**src/rtl/fetch_stage.sv**
```systemverilog
// Front-end fetch stage: holds the fetch PC, captures cache hits into a small in-order
// queue, drains that queue to decode over valid/ready, and flushes on execute redirects.
module fetch_stage #(
    parameter logic [63:0] RESET_PC    = 64'h0,
    parameter int          QUEUE_DEPTH = 4
) (
    input  logic        CLK,
    input  logic        reset,
    output logic [63:0] icache_pc,
    input  logic        icache_r,
    input  logic [31:0] icache_instr,
    input  logic        redirect_valid,
    input  logic [63:0] redirect_pc,
    output logic        de_valid,
    input  logic        de_ready,
    output logic [31:0] de_instr,
    output logic [63:0] de_pc,
    output logic [63:0] de_npc
);

    localparam int PW = (QUEUE_DEPTH > 1) ? $clog2(QUEUE_DEPTH) : 1;

    logic [63:0]   fetch_pc_q, fetch_pc_d;
    logic [PW-1:0] rd_ptr_q, rd_ptr_d;
    logic [PW-1:0] wr_ptr_q, wr_ptr_d;
    logic [PW:0]   count_q, count_d;

    logic [31:0]   instr_mem_q [QUEUE_DEPTH];
    logic [63:0]   pc_mem_q    [QUEUE_DEPTH];

    logic          full;
    logic          empty;
    logic          enq;
    logic          deq;
    logic [63:0]   redirect_tgt;
    logic [31:0]   head_instr;
    logic [63:0]   head_pc;

    assign full         = (count_q == (PW+1)'(QUEUE_DEPTH));
    assign empty        = (count_q == '0);
    // A redirect squashes the returning word and blocks any handshake this cycle.
    assign enq          = icache_r & ~full & ~redirect_valid;
    assign de_valid     = ~empty & ~redirect_valid;
    assign deq          = de_valid & de_ready;
    assign redirect_tgt = redirect_pc & ~64'd3;

    assign icache_pc    = fetch_pc_q;

    // Head is read from the registered storage only, never from the cache bus.
    assign head_instr   = instr_mem_q[rd_ptr_q];
    assign head_pc      = pc_mem_q[rd_ptr_q];
    assign de_instr     = empty ? 32'd0 : head_instr;
    assign de_pc        = empty ? 64'd0 : head_pc;
    assign de_npc       = empty ? 64'd0 : head_pc + 64'd4;

    always_comb begin
        fetch_pc_d = fetch_pc_q;
        rd_ptr_d   = rd_ptr_q;
        wr_ptr_d   = wr_ptr_q;
        count_d    = count_q;
        if (redirect_valid) begin
            fetch_pc_d = redirect_tgt;
            rd_ptr_d   = '0;
            wr_ptr_d   = '0;
            count_d    = '0;
        end else begin
            if (enq) begin
                fetch_pc_d = fetch_pc_q + 64'd4;
                wr_ptr_d   = wr_ptr_q + PW'(1);
            end
            if (deq) begin
                rd_ptr_d = rd_ptr_q + PW'(1);
            end
            if (enq && !deq) begin
                count_d = count_q + (PW+1)'(1);
            end else if (!enq && deq) begin
                count_d = count_q - (PW+1)'(1);
            end
        end
    end

    always_ff @(posedge CLK) begin
        if (reset) begin
            fetch_pc_q <= RESET_PC;
            rd_ptr_q   <= '0;
            wr_ptr_q   <= '0;
            count_q    <= '0;
        end else begin
            fetch_pc_q <= fetch_pc_d;
            rd_ptr_q   <= rd_ptr_d;
            wr_ptr_q   <= wr_ptr_d;
            count_q    <= count_d;
        end
    end

    // Storage entries carry no reset; validity is tracked purely by count/pointers.
    generate
        for (genvar gi = 0; gi < QUEUE_DEPTH; gi++) begin : g_entry
            logic entry_we;
            assign entry_we = enq && (wr_ptr_q == PW'(gi));
            always_ff @(posedge CLK) begin
                if (entry_we) begin
                    instr_mem_q[gi] <= icache_instr;
                    pc_mem_q[gi]    <= fetch_pc_q;
                end
            end
        end
    endgenerate

endmodule

```
**config.mk**
```make
export PLATFORM = sky130hd
export DESIGN_NAME = fetch_stage
export DESIGN_NICKNAME = d
export VERILOG_FILES = /design/src/rtl/fetch_stage.sv
export SDC_FILE = /design/constraint.sdc
export NUM_CORES = 1
export LEC_CHECK = 0
export CORE_UTILIZATION = 58
export CTS_CLUSTER_DIAMETER = 80
export DETAILED_ROUTE_END_ITERATION = 6
export PLACE_DENSITY = 0.84
export SYNTH_ARGS = -nofsm -noshare
export SYNTH_HDL_FRONTEND = slang
export SYNTH_SLANG_ARGS = --single-unit
export TNS_END_PERCENT = 20
```
**constraint.sdc**
```tcl
create_clock -name CLK -period 6.4 [get_ports CLK]
set_input_delay 0.96 -clock CLK [delete_from_list [all_inputs] [get_ports CLK]]
set_output_delay 0.96 -clock CLK [all_outputs]
set_load 0.01 [all_outputs]
```
==> results.txt <==
The flow ran to the end, and the final reports show no timing, DRC or antenna violations. The number of gates resized after CTS was 0. The total routing usage reported by global routing is 29.57%. In this run the worst hold path is classified as register to register. The share of flip-flops with an asynchronous set or reset came out at 0%.

TritonCTS built the clock tree. The final cycle utilization of the critical path came out at 90.25%. The first-pass GRT wire length is 78090 um. The cell at the root of the clock tree is sky130_fd_sc_hd__clkbuf_16. Signal routing reaches up to met5. Synthesis inferred 447 register bits. The number of distinct library cells after synthesis is 54. The worst setup path is captured at an output pin. The met3 routed wirelength is 5139 um. The clock transition at the register clock pins on the worst setup and hold paths after CTS is 60 ps.

The transition time at the pin with the least slew margin came out at 1175 ps. The overall via count from detail_route is 13258. The count of pins over their slew limit is 0. The nature of the critical path startpoint is a register. After detailed routing, the number of vias per cell comes to 6.161.

Sequential cells were found to cover 63.92% of the synthesized design area. The detailed router put a total of 19730 um of wire on met1. The synthesized netlist devotes 2.995% of its cell area to compound gates. The share of synthesized cell area in and, or, nand and nor gates came out at 13.64%.

The initial antenna violation count is 4. The multiplexer share of the synthesized area came out at 12.07%. The mapped netlist covers 19890 um^2. The number of buffer cells added on primary ports came out at 317. After filler insertion, the fill cell instance count of the layout stands at 2058. The post-route antenna net violation count came out at 0. Data on the critical path arrives at its endpoint at 4820 ps.

The worst-case vdd ir drop is 0.1659 mV. The total congestion overflow after global routing came out at 0. Once the clock tree was built, the setup fixing pass inserted 0 buffers. Of all nets on the critical path, the largest fanout is 31. The synthesized design contains 376 enable-type register cells.

The via count of the first global-routing pass is 13010. The buffer levels on the longest clock path came out at 3. The detailed router's first-iteration violation count came out at 1315. Setup repair after global routing left no endpoint under its margin. The worst setup path is of the register to output pin kind. The clock reaches the later pin of the worst-skew pair after 540 ps. For this run, the leading register cell type out of synthesis is sky130_fd_sc_hd__edfxtp_1. Cells fill 73.81% of the core in the end. The average size of a mapped cell is 14.69 um^2.

The routed wire length came out at 52100 um. The number of buffers inserted for hold repair after clock tree synthesis is 0. The post-synthesis adder-cell area fraction is 0.5411%.

The floorplan step set the die height to 187.2 um. The number of rows created at floorplan came out at 67. After synthesis, the largest family of logic cells by area is simple AND/OR/NAND/NOR gates. The DRC violations left came out at 0. The areal power density over the cells is 263.8 nW/um^2. The floorplan step defined a die boundary enclosing 35030 um^2. The number of buffers created by CTS came out at 45. The endpoint required time on the critical path came out at 5440 ps. The reported leakage power came out at 7.960 nW.

The met2 wirelength from detailed routing came out at 25310 um. The largest net degree at the start of global routing came out at 67. The TritonCTS sink count came out at 447. The final weighted congestion of routability-driven global placement came out at 0.8838. The maximum level of the CTS H-tree came out at 2. Between clock sinks in the finished design, the worst skew comes to 13.33 ps. The post-synthesis cell count is 1354.

326 I/O pins were placed. After Yosys synthesis, XOR and XNOR cells account for 4.360% of the synthesized area. In this run the horizontal extent of the chip is 187.2 um. The final critical-path required period came out at 5776 ps. The wire length per cell came out at 24.21 um. The number of iterations in the first detailed-routing pass is 5. The total of warnings raised by yosys came out at 0. The ratio of cells with drive above 1 in the final layout came out at 10.94%. The initial utilization of the core area, before any placement, comes to 59.16%.

For this run, the top clock speed supported by timing is 173.1 MHz. Setup violations remaining at the end of the flow were counted as 0. The net total in the final layout is 1773. The total negative slack for setup checks is 0 ps.

After legalization and detailed placement, the total HPWL measured 34540 um. The count of final hold-check violations came to 0. The relative slew slack is 21.05%.

The total area inside the core boundary comes to 33620 um^2. The area growth from synthesis to final layout is 24.76%. The tool flagged a number of max-cap violations equal to 0.
==> metrics by stage <==
| step | power (mW) | hold slack (ps) | setup slack, ps | area [um^2] | std cells |
|---|---|---|---|---|---|
| 6_report | 6.546 | 501.8 | 624.1 | 24810 | 2152 |
| 5_1_grt | 6.732 | 538.2 | 420.7 | 24810 | 2149 |
| 4_1_cts | 6.560 | 500.6 | 568.5 | 24800 | 2148 |
| 3_5_place_dp | 4.067 | 492.8 | 1152 | 23380 | 2065 |
| 3_3_place_gp | 4.048 | 479.6 | 1285 | 23380 | 2065 |
| 2_1_floorplan | 3.674 | 469.2 | 2369 | 19910 | 1359 |
==> synth_stat cells, types with 3 or more instances <==
master                     instances  area share (%)
sky130_fd_sc_hd__buf_12            3            0.30
sky130_fd_sc_hd__nor3_1           22            0.55
sky130_fd_sc_hd__o21ai_0          16            0.40
sky130_fd_sc_hd__nor2_1          124             2.3
sky130_fd_sc_hd__nand4_1          34             1.1
sky130_fd_sc_hd__xnor2_1          55             2.4
sky130_fd_sc_hd__or3_1            21            0.66
sky130_fd_sc_hd__and4_1           15            0.66
sky130_fd_sc_hd__buf_2            12            0.30
sky130_fd_sc_hd__dfxtp_1          71             7.1
sky130_fd_sc_hd__nor4_1           31            0.98
sky130_fd_sc_hd__o31ai_1           3            0.11
sky130_fd_sc_hd__mux4_2           69             7.8
sky130_fd_sc_hd__clkbuf_1         44            0.83
sky130_fd_sc_hd__a311oi_1          5            0.22
sky130_fd_sc_hd__and2_1          100             3.1
sky130_fd_sc_hd__ha_1              7            0.44
sky130_fd_sc_hd__mux4_1           25             3.3
sky130_fd_sc_hd__and3_2            3            0.11
sky130_fd_sc_hd__and3_1           14            0.44
sky130_fd_sc_hd__mux2_2            7            0.40
sky130_fd_sc_hd__edfxtp_1        376              57
sky130_fd_sc_hd__a21oi_1          25            0.63
sky130_fd_sc_hd__nand2_1          65             1.2
sky130_fd_sc_hd__inv_1            15            0.28
sky130_fd_sc_hd__buf_4             6            0.23
sky130_fd_sc_hd__nand3_1          51             1.3
sky130_fd_sc_hd__or4_1             5            0.19
sky130_fd_sc_hd__xor2_1           44             1.9
sky130_fd_sc_hd__and4_2            4            0.20
sky130_fd_sc_hd__mux2i_1          11            0.55
sky130_fd_sc_hd__buf_1             4           0.075
sky130_fd_sc_hd__a211oi_1         35             1.3
sky130_fd_sc_hd__buf_6             4            0.23
==> metal layers <==
layer | vias up | GRT usage, %
met1 | 6560 | 38.81
met4 | 2 | 10.56
met2 | 741 | 48.84
met5 | - | 0
met3 | 122 | 6.510
li1 | 5833 | -
==> cells by family after synthesis <==
group,after synthesis
compound gates,91
xor+xnor,99
fa+ha+maj,8
buf+inv,91
flops,447
mux,112
other cells,1
simple gates,505
==> worst max-delay path, cell delays in order (launching register included) <==
cell and delay (ps):
sky130_fd_sc_hd__dfxtp_4 760, sky130_fd_sc_hd__mux4_1 490, sky130_fd_sc_hd__ha_1 240, sky130_fd_sc_hd__and3_1 280, sky130_fd_sc_hd__and4_1 650, sky130_fd_sc_hd__nand2_1 400, sky130_fd_sc_hd__or4_1 610, sky130_fd_sc_hd__a21oi_1 220
sky130_fd_sc_hd__clkdlybuf4s50_1 600
==> where the power goes <==
part / switching (mW) / internal (mW)
Combinational: 0.340 / 0.348
Clock: 1.08 / 1.45
Sequential: 0.0861 / 3.24
Total: 1.51 / 5.04
==> registers in the layout, indices dropped and copies added (netlist names), named ones only <==
register	cells
pc_mem_q	248
instr_mem_q	128
icache_pc	62
count_q	3
rd_ptr_q	2
wr_ptr_q	2
==> path summary, 6_finish.rpt <==
check             endpoint  slack, ps         start  cells past startpoint
max             de_npc[62]        620      register                      8
min            wr_ptr_q[1]        500   wr_ptr_q[1]                      2
min reg2reg    wr_ptr_q[1]        500   wr_ptr_q[1]                      2
max reg2reg  icache_pc[49]       2290  icache_pc[4]                      6
==> cell usage in the layout (no fill, tap or decap), types with 31 or more instances in the layout <==
cell type	count
sky130_fd_sc_hd__xnor2_1	55
sky130_fd_sc_hd__nand3_1	51
sky130_fd_sc_hd__mux4_2	69
sky130_fd_sc_hd__clkbuf_16	47
sky130_fd_sc_hd__a211oi_1	35
sky130_fd_sc_hd__dfxtp_1	69
sky130_fd_sc_hd__clkdlybuf4s50_1	316
sky130_fd_sc_hd__nand2_1	65
sky130_fd_sc_hd__edfxtp_1	376
sky130_fd_sc_hd__nand4_1	34
sky130_fd_sc_hd__nor4_1	31
sky130_fd_sc_hd__and2_1	96
sky130_fd_sc_hd__xor2_1	44
sky130_fd_sc_hd__nor2_1	124
==> area by class of cell <==
type	instances	area (um^2)	area share, %
clock inverter	25	186.4	0.7514
clock buffer	58	1237	4.987
inverter	15	56.30	0.2269
sequential	447	12720	51.26
tap	448	560.5	2.259
antenna	4	10.01	0.04034
multi-input combinational	821	6721	27.09
timing repair buffer	334	3321	13.38
Power figures use the tool's default switching activity.
